**src/rtl/multdiv_pkg.sv**
```systemverilog
// Shared state encoding and iteration counts for the sequential multiply/divide unit.
// MULTDIV_BOOTH4_EN halves the multiply iteration count (radix-4 Booth).
package multdiv_pkg;

   typedef enum logic [2:0] {
      IDLE,
      MULT,
      DIV,
      FIN,
      DONE
   } state_t;

`ifdef MULTDIV_BOOTH4_EN
   localparam int MULT_ITERS = 16;
`else
   localparam int MULT_ITERS = 32;
`endif
   localparam int          DIV_ITERS = 32;
   localparam logic [31:0] INT_MIN   = 32'h8000_0000;

endpackage

```
**src/rtl/adder_32bit_cas.sv**
```systemverilog
// 32-bit carry-select adder: 16-bit low half, upper half precomputed for both carries.
// Combinational, no flow control.
module adder_32bit_cas (
   input  logic [31:0] a,
   input  logic [31:0] b,
   input  logic        cin,
   output logic [31:0] sum,
   output logic        cout
);

   logic [16:0] lo;
   logic [16:0] hi0;
   logic [16:0] hi1;

   assign lo  = {1'b0, a[15:0]} + {1'b0, b[15:0]} + {16'b0, cin};
   assign hi0 = {1'b0, a[31:16]} + {1'b0, b[31:16]};
   assign hi1 = {1'b0, a[31:16]} + {1'b0, b[31:16]} + 17'd1;

   assign sum  = {(lo[16] ? hi1[15:0] : hi0[15:0]), lo[15:0]};
   assign cout = lo[16] ? hi1[16] : hi0[16];

endmodule

```
**src/rtl/multdiv_addsub.sv**
```systemverilog
// Add/subtract step for the multiply/divide datapath; subtract is a + ~b + 1.
// Combinational, no flow control.
module multdiv_addsub (
   input  logic [31:0] a,
   input  logic [31:0] b,
   input  logic        sub,
   output logic [31:0] sum,
   output logic        cout
);

   logic [31:0] b_eff;

   assign b_eff = sub ? ~b : b;

   adder_32bit_cas u_adder (
      .a    (a),
      .b    (b_eff),
      .cin  (sub),
      .sum  (sum),
      .cout (cout)
   );

endmodule

```
**src/rtl/multdiv_seq.sv**
```systemverilog
// Sequential signed 32-bit multiply/divide; MULTDIV_BOOTH4_EN selects radix-4 Booth multiply.
// Latency 33 edges to RDY (17 for radix-4 multiply, 2 for divide-by-zero); starts ignored while busy.
module multdiv_seq
   import multdiv_pkg::*;
#(
   parameter int WIDTH = 32,
   parameter int CNT_W = 6
) (
   input  logic             clock,
   input  logic             reset,
   input  logic             ctrl_MULT,
   input  logic             ctrl_DIV,
   input  logic [WIDTH-1:0] data_operandA,
   input  logic [WIDTH-1:0] data_operandB,
   output logic [WIDTH-1:0] data_result,
   output logic             data_exception,
   output logic             data_resultRDY,
   output logic             busy
);

   state_t           state;
   state_t           state_nxt;
   logic [CNT_W-1:0] cnt;
   logic [WIDTH-1:0] acc;
   logic [WIDTH-1:0] mq;
   logic [WIDTH-1:0] mcand;
   logic             q_1;
   logic             op_div;
   logic             neg_res;
   logic             div_zero;
   logic             div_ovf;

   logic             start;
   logic             accept;
   logic             cnt_last;
   logic [WIDTH-1:0] mag_a;
   logic [WIDTH-1:0] mag_b;

   logic [WIDTH-1:0] as_a;
   logic [WIDTH-1:0] as_b;
   logic             as_sub;
   logic [WIDTH-1:0] as_sum;
   logic             as_cout;

   logic [WIDTH-1:0] acc_nxt;
   logic [WIDTH-1:0] mq_nxt;
   logic             q_1_nxt;

`ifdef MULTDIV_BOOTH4_EN
   logic [WIDTH+1:0] b34;
   logic             sub4;
   logic [1:0]       hi;
`endif

   assign start    = ctrl_MULT | ctrl_DIV;
   assign accept   = start && (state == IDLE || state == DONE);
   assign cnt_last = (state == MULT) ? (cnt == CNT_W'(MULT_ITERS - 1))
                                     : (cnt == CNT_W'(DIV_ITERS - 1));
   assign mag_a    = data_operandA[WIDTH-1] ? -data_operandA : data_operandA;
   assign mag_b    = data_operandB[WIDTH-1] ? -data_operandB : data_operandB;

   always_ff @(posedge clock) begin
      if (reset) state <= IDLE;
      else       state <= state_nxt;
   end

   always_comb begin
      state_nxt      = state;
      busy           = 1'b0;
      data_resultRDY = 1'b0;
      case (state)
         IDLE: if (start) state_nxt = ctrl_MULT ? MULT : DIV;
         MULT: begin
            busy = 1'b1;
            if (cnt_last) state_nxt = FIN;
         end
         DIV: begin
            busy = 1'b1;
            if (div_zero || cnt_last) state_nxt = FIN;
         end
         FIN: begin
            busy      = 1'b1;
            state_nxt = DONE;
         end
         DONE: begin
            data_resultRDY = 1'b1;
            state_nxt      = start ? (ctrl_MULT ? MULT : DIV) : IDLE;
         end
         default: state_nxt = IDLE;
      endcase
   end

   // Adder operand select: Booth step, restoring trial subtract, or final quotient negate.
   always_comb begin
      as_a   = acc;
      as_b   = '0;
      as_sub = 1'b0;
`ifdef MULTDIV_BOOTH4_EN
      b34  = '0;
      sub4 = 1'b0;
`endif
      case (state)
         MULT: begin
`ifdef MULTDIV_BOOTH4_EN
            case ({mq[1:0], q_1})
               3'b001, 3'b010: b34 = {{2{mcand[WIDTH-1]}}, mcand};
               3'b011:         b34 = {mcand[WIDTH-1], mcand, 1'b0};
               3'b100: begin
                  b34  = {mcand[WIDTH-1], mcand, 1'b0};
                  sub4 = 1'b1;
               end
               3'b101, 3'b110: begin
                  b34  = {{2{mcand[WIDTH-1]}}, mcand};
                  sub4 = 1'b1;
               end
               default: b34 = '0;
            endcase
            as_b   = b34[WIDTH-1:0];
            as_sub = sub4;
`else
            as_b   = (mq[0] ^ q_1) ? mcand : '0;
            as_sub = mq[0] & ~q_1;
`endif
         end
         DIV: begin
            as_a   = {acc[WIDTH-2:0], mq[WIDTH-1]};
            as_b   = mcand;
            as_sub = 1'b1;
         end
         FIN: begin
            as_a   = '0;
            as_b   = mq;
            as_sub = 1'b1;
         end
         default: ;
      endcase
   end

   multdiv_addsub u_addsub (
      .a    (as_a),
      .b    (as_b),
      .sub  (as_sub),
      .sum  (as_sum),
      .cout (as_cout)
   );

   // The bit above the 32-bit sum is rebuilt from the carry so the arithmetic shift keeps the true sign.
   always_comb begin
      acc_nxt = acc;
      mq_nxt  = mq;
      q_1_nxt = q_1;
`ifdef MULTDIV_BOOTH4_EN
      hi = 2'b00;
`endif
      if (state == MULT) begin
`ifdef MULTDIV_BOOTH4_EN
         hi      = {acc[WIDTH-1], acc[WIDTH-1]}
                 + (sub4 ? ~b34[WIDTH+1:WIDTH] : b34[WIDTH+1:WIDTH])
                 + {1'b0, as_cout};
         acc_nxt = {hi, as_sum[WIDTH-1:2]};
         mq_nxt  = {as_sum[1:0], mq[WIDTH-1:2]};
         q_1_nxt = mq[1];
`else
         acc_nxt = {acc[WIDTH-1] ^ (as_sub ? ~as_b[WIDTH-1] : as_b[WIDTH-1]) ^ as_cout,
                    as_sum[WIDTH-1:1]};
         mq_nxt  = {as_sum[0], mq[WIDTH-1:1]};
         q_1_nxt = mq[0];
`endif
      end else if (state == DIV) begin
         acc_nxt = as_cout ? as_sum : as_a;
         mq_nxt  = {mq[WIDTH-2:0], as_cout};
      end
   end

   always_ff @(posedge clock) begin
      if (reset) begin
         cnt            <= '0;
         acc            <= '0;
         mq             <= '0;
         mcand          <= '0;
         q_1            <= 1'b0;
         op_div         <= 1'b0;
         neg_res        <= 1'b0;
         div_zero       <= 1'b0;
         div_ovf        <= 1'b0;
         data_result    <= '0;
         data_exception <= 1'b0;
      end else if (accept) begin
         cnt      <= '0;
         acc      <= '0;
         q_1      <= 1'b0;
         op_div   <= ~ctrl_MULT;
         neg_res  <= data_operandA[WIDTH-1] ^ data_operandB[WIDTH-1];
         div_zero <= (data_operandB == '0);
         div_ovf  <= (data_operandA == INT_MIN) && (data_operandB == '1);
         mcand    <= ctrl_MULT ? data_operandA : mag_b;
         mq       <= ctrl_MULT ? data_operandB : mag_a;
      end else if (state == MULT || state == DIV) begin
         acc <= acc_nxt;
         mq  <= mq_nxt;
         q_1 <= q_1_nxt;
         if (!cnt_last) cnt <= cnt + CNT_W'(1);
      end else if (state == FIN) begin
         if (!op_div) begin
            data_result    <= mq;
            data_exception <= (acc != {WIDTH{mq[WIDTH-1]}});
         end else if (div_zero) begin
            data_result    <= '0;
            data_exception <= 1'b1;
         end else begin
            data_result    <= neg_res ? as_sum : mq;
            data_exception <= div_ovf;
         end
      end
   end

endmodule

```
**config.mk**
```make
export PLATFORM = sky130hd
export DESIGN_NAME = multdiv_seq
export DESIGN_NICKNAME = d
export VERILOG_FILES = /design/src/rtl/multdiv_pkg.sv /design/src/rtl/adder_32bit_cas.sv /design/src/rtl/multdiv_addsub.sv /design/src/rtl/multdiv_seq.sv
export SDC_FILE = /design/constraint.sdc
export NUM_CORES = 1
export LEC_CHECK = 0
export BUFFER_PORTS_ARGS = -buffer_cell sky130_fd_sc_hd__buf_4
export CAP_MARGIN = 10
export CORE_ASPECT_RATIO = 0.9
export CORE_UTILIZATION = 60
export CTS_CLUSTER_DIAMETER = 50
export DETAILED_ROUTE_END_ITERATION = 16
export PLACE_DENSITY_LB_ADDON = 0.3
export SYNTH_ARGS = -nofsm -noshare
export SYNTH_HDL_FRONTEND = slang
export SYNTH_HIERARCHICAL = 1
export SYNTH_SLANG_ARGS = --single-unit
```
**constraint.sdc**
```tcl
create_clock -name clock -period 8.79 [get_ports clock]
set_input_delay 2.637 -clock clock [delete_from_list [all_inputs] [get_ports clock]]
set_output_delay 2.637 -clock clock [all_outputs]
set_load 0.02 [all_outputs]
```
==> results.yml, run 1 <==
setup_path:
  worstPathArrival_ns: 6.89
  r2r_setup_slack_ns: 2.25
  reg2reg_depth: 23
  end_kind: "flop"
  cpMaxStageDelayCell: "dfxtp_1"
  r2r-end: "mq[0]$_SDFFE_PP0P_"
  crit_type: "reg2reg"
  r2r-start: "state[0]$_SDFFE_PP0P_"
  critPathMaxFanout: 46
  required_ns: 9.14
  cp_cell_sequence: "or3b_2, o21ai_2, buf_4, a22o_1, xor2_1, inv_1, fa_1, inv_1, fa_1, a21o_1, a21oi_1, o21bai_1, a21oi_2, o211ai_1, a211oi_4, nor3_2, nand4_1, xor2_4, buf_4, nand2_1, a21oi_1, a21oi_1, a211oi_1"
  cp-start-kind: "flop"
  cpMostUsedCell: "a21oi_1"
  critPathMaxStageDelay_ns: 0.84
finish:
  diodes: 0
  syn_to_final_growth_pct: 11.5
  drive_above_1_share_pct: 15.4
  final_util_pct: 68.2
  multi_input_area_um2: 8310
  num-nets-final: 1639
  seq_area_um2: 2860
  fin_cells: 1793
  n_fill_cell: 1591
place:
  place_congestion: 0.983
  port_buffers: 102
  dp_hpwl_mm: 27.0
  pre_cts_ws_ns: 2.42
  placedCellCount: 1762
global_route:
  grtUsageTotal_pct: 38.1
  grt.overflow.total: 0
  antenna_found_initial: 0
  grt_pass1_vias: 11107
  grt_max_degree: 68
  grt_pass1_wl_mm: 60.1
clock_tree:
  clkSinkCount: 143
  clk_path_buf_depth: 2
  post-cts-setup-buffers: 0
  clock_latency_ns: 0.44
  cts.clk_slew.worst_paths_ns: 0.07
  cts_resized: 0
  h-tree-depth: 4
  cts_hold_buffers: 0
  cts_tree: "yes"
  cts_buffers: 17
  cts_root_buffer: "clkbuf_16"
route:
  drt_pass1_iterations: 6
  drc: 0
  wl_met2_mm: 16.5
  met1_length_mm: 15.8
  dr_wl_met3_mm: 4.79
  post_drt_wl_per_cell_um: 21.4
  postRouteAntennaNets: 0
  num_vias: 12467
  first_iter_violations: 1740
  viasPerCell: 6.95
  highest_layer: "met4"
  wl_mm: 38.3
timing:
  tns_ns: 0
  hold_slack_ns: 0.445
  maxSlewViolCount: 0
  finalSetupViolCount: 0
  relSlewSlack_pct: 36.3
  finalHoldViolCount: 0
  period_minus_slack_ns: 6.54
  grt_setup_unrepaired: "false"
  postLayoutSetupSlackWorst_ns: 2.25
  fmax_mhz: 153
  clock_skew_ns: 0.0160
  period_share_pct: 74.5
  worst_slew_pin_slew_ns: 0.955
power:
  cellPowerDensity_nw_per_um2: 321
  leakagePower_nw: 5.18
  ir_drop_uv: 229
floorplan:
  io_pins: 103
  die_h_um: 135
  die_area_um2: 20100
  die_x_um: 149
  core_area_um2: 19200
  start_util_pct: 61.2
  rows: 48
min_path:
  hold_depth: 2
  hp-start: "div_ovf$_SDFFE_PP0P_"
  hold_path_end: "div_ovf$_SDFFE_PP0P_"
  hold_class: "reg2reg"
synth:
  synth_enable_flop_cells: 0
  synthCells: 1504
  yosysWarnings: 6
  ys_ff_latch: 143
  yosysTopAreaCell: "dfxtp_1"
  syn_nets: 1612
  syn_avg_cell_area_um2: 7.80
  synth_cell_types: 88
  synthTopCellsByCount: "nand2_1, dfxtp_1, a21oi_1"
  netlist.area_leader.share_pct: 24.4
  synth_ff_type: "dfxtp_1"
  yosysMostFrequentCell: "nand2_1"
  syn_area_um2: 11700
  synthTopCellsByArea: "dfxtp_1, xor2_1, a22o_1"
  yosysSeqAreaShare_pct: 24.4
  synthArstFlopShare_pct: 0
flow_run:
  maxCapViolations: 0
run_status:
  status: "completed"
==> placed cells by master (no fill, tap or decap), types with 36 or more instances in the layout <==
| cell type | count |
|---|---|
| a21oi_1 | 120 |
| xnor2_1 | 36 |
| a22oi_1 | 81 |
| buf_4 | 121 |
| xor2_1 | 86 |
| dfxtp_1 | 143 |
| nor2_1 | 111 |
| o21ai_0 | 94 |
| ha_1 | 37 |
| a22o_1 | 71 |
| nand2_1 | 146 |
==> cells by family (layout without fill, tap and decap cells) <==
family	count (synthesis)	count (layout)	synth area share, %
buf+inv	142	181	5.15
xor+xnor	124	124	9.32
fa+ha+maj	40	40	4.46
flops	143	143	24.4
compound gates	566	566	34.0
mux	47	47	4.38
simple gates	442	442	18.2
==> critical path: cells and delay by family, from the launching register on <==
kind,cells,cell delay [ns]
buf+inv,4,0.97
xor+xnor,2,0.51
fa+ha+maj,2,0.61
compound gates,11,2.30
simple gates,4,1.19
flops,1,0.84
==> metrics by stage <==
step / instance area [µm²] / power [mW]
floorplan: 11700 / 2.73
detailed placement: 12500 / 3.37
CTS: 13100 / 4.10
global route: 13100 / 4.42
finish: 13100 / 4.19
global placement: 12500 / 3.33
==> layer usage <==
layer / up-vias / global-route usage, %
met5: - / 0
met4: 0 / 14.4
met3: 112 / 7.77
met2: 881 / 57.0
met1: 5768 / 53.4
li1: 5706 / -
==> sequential cells by signal, summed over array words and instances (netlist names), 3 cells and up <==
signal	flops
acc	32
mq	32
mcand	32
data_result	32
state	3
cnt	6
==> report_power, final <==
| group | internal [mW] | total [mW] | switching, mW |
|---|---|---|---|
| registers | 0.806 | 1.08 | 0.273 |
| clock network | 0.401 | 0.723 | 0.322 |
| logic | 0.872 | 2.39 | 1.52 |
==> area by class of cell <==
type                            instances  share of cell area [%]
Multi-Input combinational cell       1219                    63.6
Sequential cell                       143                    21.9
Timing Repair Buffer                  121                    6.95
Clock buffer                           18                    3.36
Tap cell                              250                    2.39
Clock inverter                         13                   0.995
Inverter                               29                   0.833
==> worst max path at each step <==
| stage | startpoint | to | slack (ns) |
|---|---|---|---|
| CTS | state[0]$_SDFFE_PP0P_ | mq[0]$_SDFFE_PP0P_ | 2.37 |
| floorplan | state[0]$_SDFFE_PP0P_ | acc[31]$_SDFFE_PP0P_ | 3.09 |
| detailed placement | state[0]$_SDFFE_PP0P_ | mq[0]$_SDFFE_PP0P_ | 2.42 |
| finish | state[0]$_SDFFE_PP0P_ | mq[0]$_SDFFE_PP0P_ | 2.25 |
| global route | state[0]$_SDFFE_PP0P_ | mq[0]$_SDFFE_PP0P_ | 1.74 |
| global placement | state[0]$_SDFFE_PP0P_ | mq[0]$_SDFFE_PP0P_ | 2.54 |
(Power assumes the default switching activity.)
==> inputs of run 2 (changes only) <==
--- a/config.mk
+++ b/config.mk
@@ -5,6 +5,7 @@
 export SDC_FILE = /design/constraint.sdc
 export NUM_CORES = 1
 export LEC_CHECK = 0
+export ABC_AREA = 1
 export BUFFER_PORTS_ARGS = -buffer_cell sky130_fd_sc_hd__buf_4
 export CAP_MARGIN = 10
 export CORE_ASPECT_RATIO = 0.9
==> constraint.sdc (replaced) <==
create_clock -name clock -period 6.7 [get_ports clock]
set_input_delay 2.01 -clock clock [delete_from_list [all_inputs] [get_ports clock]]
set_output_delay 2.01 -clock clock [all_outputs]
set_load 0.02 [all_outputs]
==> results.yml, run 2 <==
finish:
  layout_commonest_cell: "nand2_1"
  num-nets-final: 2334
  drive_above_1_share_pct: 10.9
  final_util_pct: 68.0
  fin_cells: 2525
  diodes: 0
  mostFrequentLayoutCells: "nand2_1, inv_1, o21ai_0, a21oi_1, nor2_1"
  fin_area_um2: 14200
  syn_to_final_growth_pct: 10.0
setup_path:
  required_ns: 6.98
  critPathMaxFanout: 39
  r2r-end: "acc[8]$_SDFFE_PP0P_"
  critPathMaxStageDelay_ns: 0.64
  crit_buf_inv: 8
  reg2reg_depth: 27
  r2r_setup_slack_ns: 1.02
  r2r-start: "state[1]$_SDFFE_PP0P_"
  cp-start-kind: "flop"
  cp_top_family: "buffers and inverters"
  cpMostUsedCell: "nand2_1"
  cpMaxStageDelayCell: "clkinv_1"
  end_kind: "flop"
  worstPathArrival_ns: 5.97
  crit_type: "reg2reg"
synth:
  synth_ff_type: "dfxtp_1"
  netlist.area_leader.share_pct: 22.1
  synthTopCellsByArea: "dfxtp_1, nand2_1, inv_1"
  ys_ff_latch: 143
  syn_area_um2: 12900
  synthArstFlopShare_pct: 0
  yosysSeqAreaShare_pct: 22.1
  syn_avg_cell_area_um2: 5.88
  yosysTopAreaCell: "dfxtp_1"
  yosysWarnings: 6
  synthTopCellsByCount: "nand2_1, inv_1, o21ai_0"
  yosysMostFrequentCell: "nand2_1"
  synthCells: 2202
  synth_enable_flop_cells: 0
  syn_nets: 2310
  synth_cell_types: 51
min_path:
  hp-start: "q_1$_SDFFE_PP0P_"
  hold_depth: 2
  hold_path_end: "q_1$_SDFFE_PP0P_"
  hold_class: "reg2reg"
timing:
  worst_slew_pin_slew_ns: 1.16
  tns_ns: 0
  finalSetupViolCount: 0
  grt_setup_unrepaired: "false"
  relSlewSlack_pct: 22.6
  clock_skew_ns: 0.0178
  period_share_pct: 84.8
  fmax_mhz: 176
  maxSlewViolCount: 0
  finalHoldViolCount: 0
  period_minus_slack_ns: 5.68
clock_tree:
  clk_path_buf_depth: 2
  cts_resized: 0
  cts_tree: "yes"
  cts_root_buffer: "clkbuf_16"
  h-tree-depth: 4
  post-cts-setup-buffers: 0
  cts_buffers: 17
  cts_hold_buffers: 0
  clkSinkCount: 143
  clock_latency_ns: 0.44
  cts.clk_slew.worst_paths_ns: 0.07
place:
  place_congestion: 0.993
  dp_hpwl_mm: 32.2
  place_area_um2: 13700
  placedCellCount: 2493
  port_buffers: 102
route:
  postRouteAntennaNets: 0
  drt_pass1_iterations: 7
  first_iter_violations: 2051
  wl_mm: 43.6
  post_drt_wl_per_cell_um: 17.3
  viasPerCell: 6.08
  drc: 0
  num_vias: 15354
floorplan:
  start_util_pct: 61.8
  die_h_um: 141
  core_area_um2: 21000
  rows: 50
  die_area_um2: 22200
  io_pins: 103
  die_x_um: 157
power:
  ir_drop_uv: 367
  leakagePower_nw: 6.43
  cellPowerDensity_nw_per_um2: 393
global_route:
  grt_pass1_wl_mm: 69.8
  antenna_found_initial: 0
  grtUsageTotal_pct: 39.6
  grt_pass1_vias: 13846
  grt_max_degree: 71
  grt.overflow.total: 0
run_status:
  status: "completed"
flow_run:
  maxCapViolations: 0
==> run 2: worst max path at each step <==
stage / endpoint / from / cells past startpoint / slack [ns]
6_report: acc[8]$_SDFFE_PP0P_ / state[1]$_SDFFE_PP0P_ / 27 / 1.02
5_1_grt: acc[8]$_SDFFE_PP0P_ / state[1]$_SDFFE_PP0P_ / 27 / 0.61
4_1_cts: acc[8]$_SDFFE_PP0P_ / state[1]$_SDFFE_PP0P_ / 27 / 1.23
3_5_place_dp: acc[8]$_SDFFE_PP0P_ / state[1]$_SDFFE_PP0P_ / 27 / 1.28
3_3_place_gp: acc[10]$_SDFFE_PP0P_ / state[1]$_SDFFE_PP0P_ / 27 / 1.51
2_1_floorplan: acc[10]$_SDFFE_PP0P_ / state[1]$_SDFFE_PP0P_ / 27 / 2.61
==> run 2: routing by layer <==
layer	GRT usage [%]	wire (µm)
met5	0	0
met4	17.1	1850
met3	6.63	4610
met2	62.5	19100
met1	53.0	18100
==> run 2: kinds of logic after synthesis <==
kind of cell | count (synthesis) | share of synthesized area, %
AOI/OAI and AO/OA | 541 | 24.0
xor gates and xnor gates | 41 | 2.77
adders and majority gates | 40 | 4.04
buffers and inverters | 414 | 12.9
DFF | 143 | 22.1
and+or+nand+nor | 1023 | 34.2
==> run 2: cell type report <==
cell class                 instances  area [µm²]
clock buffer                      17         425
clock inverter                    15         166
tap                              286         358
fill                            1977        6720
timing repair buffer             114         856
sequential                       143        2860
multi-input combinational       1645        8420
inverter                         305        1150
==> run 2: tightest hold or removal path: stages, from the launching register on <==
cell and delay [ns]:
dfxtp_1 0.29, inv_1 0.06, a21oi_1 0.06
==> run 2: metrics by stage <==
stage | setup slack [ns] | hold slack (ns) | power [mW]
finish | 1.02 | 0.458 | 5.59
global route | 0.611 | 0.482 | 5.97
CTS | 1.23 | 0.457 | 5.48
detailed placement | 1.28 | 0.449 | 4.51
global placement | 1.51 | 0.446 | 4.44
floorplan | 2.61 | 0.426 | 3.71
==> run 2: power by group <==
| part | switching, mW | internal, mW | leakage (nW) |
|---|---|---|---|
| Sequential | 0.129 | 1.04 | 1.17 |
| Clock | 0.441 | 0.500 | 0.284 |
| Combinational | 2.49 | 0.993 | 4.98 |
| Total | 3.06 | 2.54 | 6.43 |
